File: config.mk
export PLATFORM = sky130hd
export DESIGN_NAME = seq_detect_compare
export DESIGN_NICKNAME = d
export VERILOG_FILES = /design/src/rtl/seq_detect_compare.sv
export SDC_FILE = /design/constraint.sdc
export NUM_CORES = 1
export LEC_CHECK = 0
export ABC_AREA = 1
export BUFFER_PORTS_ARGS = -buffer_cell sky130_fd_sc_hd__clkbuf_2
export CAP_MARGIN = 20
export CORE_MARGIN = 3
export CORE_UTILIZATION = 49
export CTS_BUF_LIST = sky130_fd_sc_hd__clkbuf_4 sky130_fd_sc_hd__clkbuf_8
export DETAILED_ROUTE_END_ITERATION = 10
export PLACE_DENSITY = 0.8
export SETUP_SLACK_MARGIN = 0.1
export SLEW_MARGIN = 20
export SYNTH_ARGS = -nofsm -noshare
export SYNTH_HDL_FRONTEND = slang
export SYNTH_SLANG_ARGS = --single-unit
File: constraint.sdc
create_clock -name CLK -period 1.5 [get_ports CLK]
set_clock_uncertainty 0.1 [all_clocks]
set_input_delay 0 -clock CLK [delete_from_list [all_inputs] [get_ports CLK]]
set_output_delay 0 -clock CLK [all_outputs]
set_load 0.1 [all_outputs]
File: src/rtl/seq_detect_compare.sv
// seq_detect_compare: Moore vs. Mealy sequence detector, side by side.
// A noisy pushbutton is synchronised and debounced into a one-cycle step
// enable. On each step, the serial bit A is shifted into a pattern history.
// A Mealy detect fires combinationally on the step cycle. A registered Moore
// detect follows one clock later and holds until the next step. Both detects
// feed saturating counters, so the one-clock Moore lag shows up on 'agree'.
//
// Handshake: there is no valid/ready pair here. step_pulse is the only
// qualifier. A is meaningful only on a cycle where step_pulse=1, and all
// detector state holds on every other cycle.
module seq_detect_compare #(
    parameter int                 PAT_LEN    = 4,
    parameter logic [PAT_LEN-1:0] PATTERN    = 4'b1011,
    parameter bit                 OVERLAP    = 1'b1,
    parameter int                 DEB_CYCLES = 500000,
    parameter int                 CNT_W      = 8
) (
    input  logic                         CLK,
    input  logic                         Reset,
    input  logic                         step_raw,
    input  logic                         A,
    output logic                         step_pulse,
    output logic                         z_mealy,
    output logic                         z_moore,
    output logic [$clog2(PAT_LEN+1)-1:0] fill,
    output logic [CNT_W-1:0]             cnt_mealy,
    output logic [CNT_W-1:0]             cnt_moore,
    output logic                         agree
);

    localparam int FW = $clog2(PAT_LEN + 1);
    localparam int DW = $clog2(DEB_CYCLES + 1);

    localparam logic [FW-1:0]    FILL_FULL = FW'(PAT_LEN);
    localparam logic [FW-1:0]    FILL_THR  = FW'(PAT_LEN - 1);
    localparam logic [DW-1:0]    DEB_LAST  = DW'(DEB_CYCLES - 1);
    localparam logic [CNT_W-1:0] CNT_MAX   = '1;

    // Synchroniser and debounce state
    logic          sync1_q, sync2_q;
    logic          stable_q, stable_d;
    logic          stable_dly_q;
    logic [DW-1:0] deb_cnt_q, deb_cnt_d;

    // Detector state. Only PAT_LEN-1 history bits are stored, because the
    // newest bit of every compared window is A itself.
    logic [PAT_LEN-2:0] hist_q, hist_d;
    logic [FW-1:0]      fill_q, fill_d;
    logic               z_moore_q, z_moore_d;
    logic               moore_pend_q, moore_pend_d;
    logic [CNT_W-1:0]   cnt_mealy_q, cnt_mealy_d;
    logic [CNT_W-1:0]   cnt_moore_q, cnt_moore_d;

    logic [PAT_LEN-1:0] window;
    logic               match;

    assign step_pulse = stable_q & ~stable_dly_q;
    assign window     = {hist_q, A};
    assign match      = (fill_q >= FILL_THR) && (window == PATTERN);
    assign z_mealy    = step_pulse & match;

    assign z_moore    = z_moore_q;
    assign fill       = fill_q;
    assign cnt_mealy  = cnt_mealy_q;
    assign cnt_moore  = cnt_moore_q;
    assign agree      = (cnt_mealy_q == cnt_moore_q);

    // Debounce: accept a new level only after it differs from the accepted level for DEB_CYCLES cycles in a row.
    always_comb begin
        stable_d  = stable_q;
        deb_cnt_d = '0;
        if (sync2_q != stable_q) begin
            if (deb_cnt_q == DEB_LAST) begin
                stable_d  = sync2_q;
                deb_cnt_d = '0;
            end else begin
                deb_cnt_d = deb_cnt_q + 1'b1;
            end
        end
    end

    // Detector: shift history, track fill and load the Moore output, only on a step.
    always_comb begin
        hist_d    = hist_q;
        fill_d    = fill_q;
        z_moore_d = z_moore_q;
        if (step_pulse) begin
            hist_d    = window[PAT_LEN-2:0];
            z_moore_d = match;
            if (match && (OVERLAP == 1'b0)) begin
                fill_d = '0;
            end else if (fill_q != FILL_FULL) begin
                fill_d = fill_q + 1'b1;
            end
        end
    end

    // Match counters: Mealy counts on the step cycle, Moore one cycle later; both saturate.
    always_comb begin
        moore_pend_d = z_mealy;
        cnt_mealy_d  = cnt_mealy_q;
        cnt_moore_d  = cnt_moore_q;
        if (z_mealy && (cnt_mealy_q != CNT_MAX)) begin
            cnt_mealy_d = cnt_mealy_q + 1'b1;
        end
        if (moore_pend_q && (cnt_moore_q != CNT_MAX)) begin
            cnt_moore_d = cnt_moore_q + 1'b1;
        end
    end

    // State registers with synchronous reset that overrides every update.
    always_ff @(posedge CLK) begin
        if (Reset) begin
            sync1_q      <= 1'b0;
            sync2_q      <= 1'b0;
            stable_q     <= 1'b0;
            stable_dly_q <= 1'b0;
            deb_cnt_q    <= '0;
            hist_q       <= '0;
            fill_q       <= '0;
            z_moore_q    <= 1'b0;
            moore_pend_q <= 1'b0;
            cnt_mealy_q  <= '0;
            cnt_moore_q  <= '0;
        end else begin
            sync1_q      <= step_raw;
            sync2_q      <= sync1_q;
            stable_q     <= stable_d;
            stable_dly_q <= stable_q;
            deb_cnt_q    <= deb_cnt_d;
            hist_q       <= hist_d;
            fill_q       <= fill_d;
            z_moore_q    <= z_moore_d;
            moore_pend_q <= moore_pend_d;
            cnt_mealy_q  <= cnt_mealy_d;
            cnt_moore_q  <= cnt_moore_d;
        end
    end

endmodule

==> flow_metrics.env <==
export IMPL_numCtsBuffers=5
export IMPL_status="finished, violations left"
export IMPL_drive_gt1_share_pct=44.8
export IMPL_path_buf_inv=4
export IMPL_grt_pass1_vias=2649
export IMPL_period_needed_ps=1550
export IMPL_num_nets_final=453
export IMPL_final_util_pct=76.4
export IMPL_min_from="Reset"
export IMPL_setup_viol=13
export IMPL_max_stage_delay_ps=360
export IMPL_grt_pass1_wl_um=11500
export IMPL_worst_slack_ps=-53.5
export IMPL_ant_nets=0
export IMPL_row_count=25
export IMPL_first_pass_iters=5
export IMPL_overflow=0
export IMPL_num_vias=2765
export IMPL_synth_edf_count=0
export IMPL_netlist_area_um2=2520
export IMPL_diodes=0
export IMPL_cts_root_buf="clkbuf_8"
export IMPL_clock_latency_ps=310
export IMPL_drt_initial_drc_count=96
export IMPL_yosys_area_top_type_share_pct=37.3
export IMPL_h_tree_depth=2
export IMPL_yosys_warnings=0
export IMPL_synthArstFlopShare_pct=0
export IMPL_irDropWorstVdd_v=0.000635
export IMPL_drc=0
export IMPL_rsz0062_at_grt="true"
export IMPL_post_route_period_util_pct=104
export IMPL_synth_cells=378
export IMPL_maxSlewViolCount=0
export IMPL_die_w_um=77.8
export IMPL_syn_area_per_cell_um2=6.67
export IMPL_worstPathMaxFanout=5
export IMPL_via_per_inst=5.41
export IMPL_clk_path_buf_depth=2
export IMPL_synth_most_common_cell="nand2_1"
export IMPL_synth_largest_area_cell="dfxtp_1"
export IMPL_path_cells="ha_4 > nand3_4 > clkinv_4 > nand3_4 > o21bai_4 > buf_6 > buf_6 > buf_12 > nor2_4"
export IMPL_grt_max_degree=16
export IMPL_setup_tns_ps=-417
export IMPL_reg2reg_depth=9
export IMPL_final_hold_violation_count=0
export IMPL_core_area_um2=4850
export IMPL_routed_wl_um=7530
export IMPL_crit_slowest_cell="dfxtp_2"
export IMPL_crit_path_end="deb_cnt_q[7]$_SDFF_PP0_"
export IMPL_timing_rr_start="deb_cnt_q[1]$_SDFF_PP0_"
export IMPL_hpwlAfterDp_um=4220
export IMPL_maxCapViolCount=0
export IMPL_grt_usage_pct=23.5
export IMPL_synth_distinct_cells=28
export IMPL_critical_path_class="reg2reg"
export IMPL_grt_antenna_before_repair=0
export IMPL_crit_start="deb_cnt_q[1]$_SDFF_PP0_"
export IMPL_dieArea_um2=6050
export IMPL_fmax_ghz=0.644
export IMPL_synth_ff_type="dfxtp_1"
export IMPL_rrSetupSlack_ps=-50
export IMPL_cp_start_kind="flip-flop"
export IMPL_start_util_pct=52.0
export IMPL_worst_pin_slew_ps=558
export IMPL_io_pins=27
export IMPL_clkTransAtPathRegs_ps=90
export IMPL_die_h_um=77.8
export IMPL_synthesis_nets=388
export IMPL_synth_seq_cells=47
export IMPL_avgRoutedWirePerCell_um=14.7
export IMPL_place_port_buffers=26
export IMPL_required_ps=1590
export IMPL_cts_sinks=47
export IMPL_cts_tree="yes"
export IMPL_routabilityCongestion=0.928
export IMPL_violations="negative setup slack"
export IMPL_cp_num_cells=9
export IMPL_syn_to_final_growth_pct=46.8
export IMPL_min_path_type="in2reg"
export IMPL_cp_end_kind="flip-flop"
export IMPL_synth_area_leaders="dfxtp_1 (37%), nand2_1 (16%), nor2_1 (8.9%), inv_1 (6.1%), a21oi_1 (4.8%)"
export IMPL_power_density_nw_per_um2=583
export IMPL_yosysSeqAreaShare_pct=37.3
export IMPL_relSlewSlack_pct=62.9
export IMPL_cp_top_family="buffers and inverters"
export IMPL_critPathArrivalTime_ps=1650
export IMPL_yosys_top_cells_count="nand2_1 (107), nor2_1 (60), dfxtp_1 (47), inv_1 (41), a21oi_1 (24)"
export IMPL_p_leak_nw=1.37
export IMPL_crit_reg2reg_capture="deb_cnt_q[7]$_SDFF_PP0_"
-- layer usage --
layer	global-route usage, %	wire length (um)	vias up
li1	-	-	1328
met1	26.8	2970	1290
met2	42.4	3870	119
met3	4.52	402	28
met4	9.96	287	0
met5	0	0	-
-- layout by cell type, fill, tap and decap left out, drive strengths merged --
master,instances
ha,6
xnor2,7
dlygate4sd3,2
buf,41
nand4,12
o21ai,14
a31oi,1
or2,4
nand3b,1
o21bai,1
dfxtp,47
nand2,110
clkinv,1
nor3,7
nor2,63
a21oi,25
clkbuf,28
xor2,9
nand3,20
inv,45
-- sequential cells by signal, summed over array words and instances, names as in the netlist --
register	cells
deb_cnt_q	19
cnt_mealy	8
cnt_moore	8
fill	3
hist_q	3
moore_pend_q	1
stable_dly_q	1
stable_q	1
sync1_q	1
sync2_q	1
z_moore	1
-- cell type report --
| type | instances | area, um2 |
|---|---|---|
| Multi-Input combinational cell | 280 | 1780 |
| Fill cell | 312 | 1150 |
| Sequential cell | 47 | 1020 |
| Timing Repair Buffer | 64 | 532 |
| Inverter | 45 | 184 |
| Clock buffer | 7 | 96.3 |
| Tap cell | 67 | 83.8 |
| Clock inverter | 1 | 6.26 |
-- how the worst min path moves through the flow --
stage	slack [ps]	endpoint	cells after the start
6_report	20	cnt_mealy[5]$_SDFFE_PP0P_	3
5_1_grt	20	cnt_mealy[5]$_SDFFE_PP0P_	3
4_1_cts	9	cnt_mealy[5]$_SDFFE_PP0P_	3
3_5_place_dp	100	sync1_q$_SDFF_PP0_	3
3_3_place_gp	90	sync1_q$_SDFF_PP0_	3
2_1_floorplan	7	sync1_q$_SDFF_PP0_	2
-- cells by family after synthesis --
family | after synthesis | share of synthesized area (%)
flops | 47 | 37.3
compound gates | 41 | 8.88
xor+xnor | 16 | 5.56
buf+inv | 51 | 8.33
fa+ha+maj | 6 | 2.98
simple gates | 217 | 37.0
-- metrics by stage --
step                      hold slack, ps  power [mW]  area (um2)  setup WS, ps  std cells
final                               16.0        2.16        3700         -53.5        511
after global routing                24.8        2.23        3700          -129        511
after detailed placement            96.9        1.31        2950          40.0        476
after CTS                           9.32        2.18        3490         -32.0        507
after floorplan                     6.97        1.30        2650          -597        378
after global placement              94.6        1.31        2950          82.5        476
-- tightest hold or removal path: cells and delay by family --
kind	cells	cell delay (ps)
buffers and inverters	2	350
AO/OA/AOI/OAI	1	40
-- what timing repair did --
action / CTS / global route
hold endpoints to repair: 2 / 0
endpoints found under the setup margin: 32 / 42
hold buffers: 2 / 0
pin swaps: 16 / 26
setup buffers: 19 / 6
resized for setup: 59 / 71
cloned: 2 / 0
-- power by group --
group	internal [mW]	switching, mW
logic	0.0322	0.0410
clock network	0.421	0.438
registers	1.22	0.00166
total	1.68	0.480
Power figures use the tool's default switching activity.
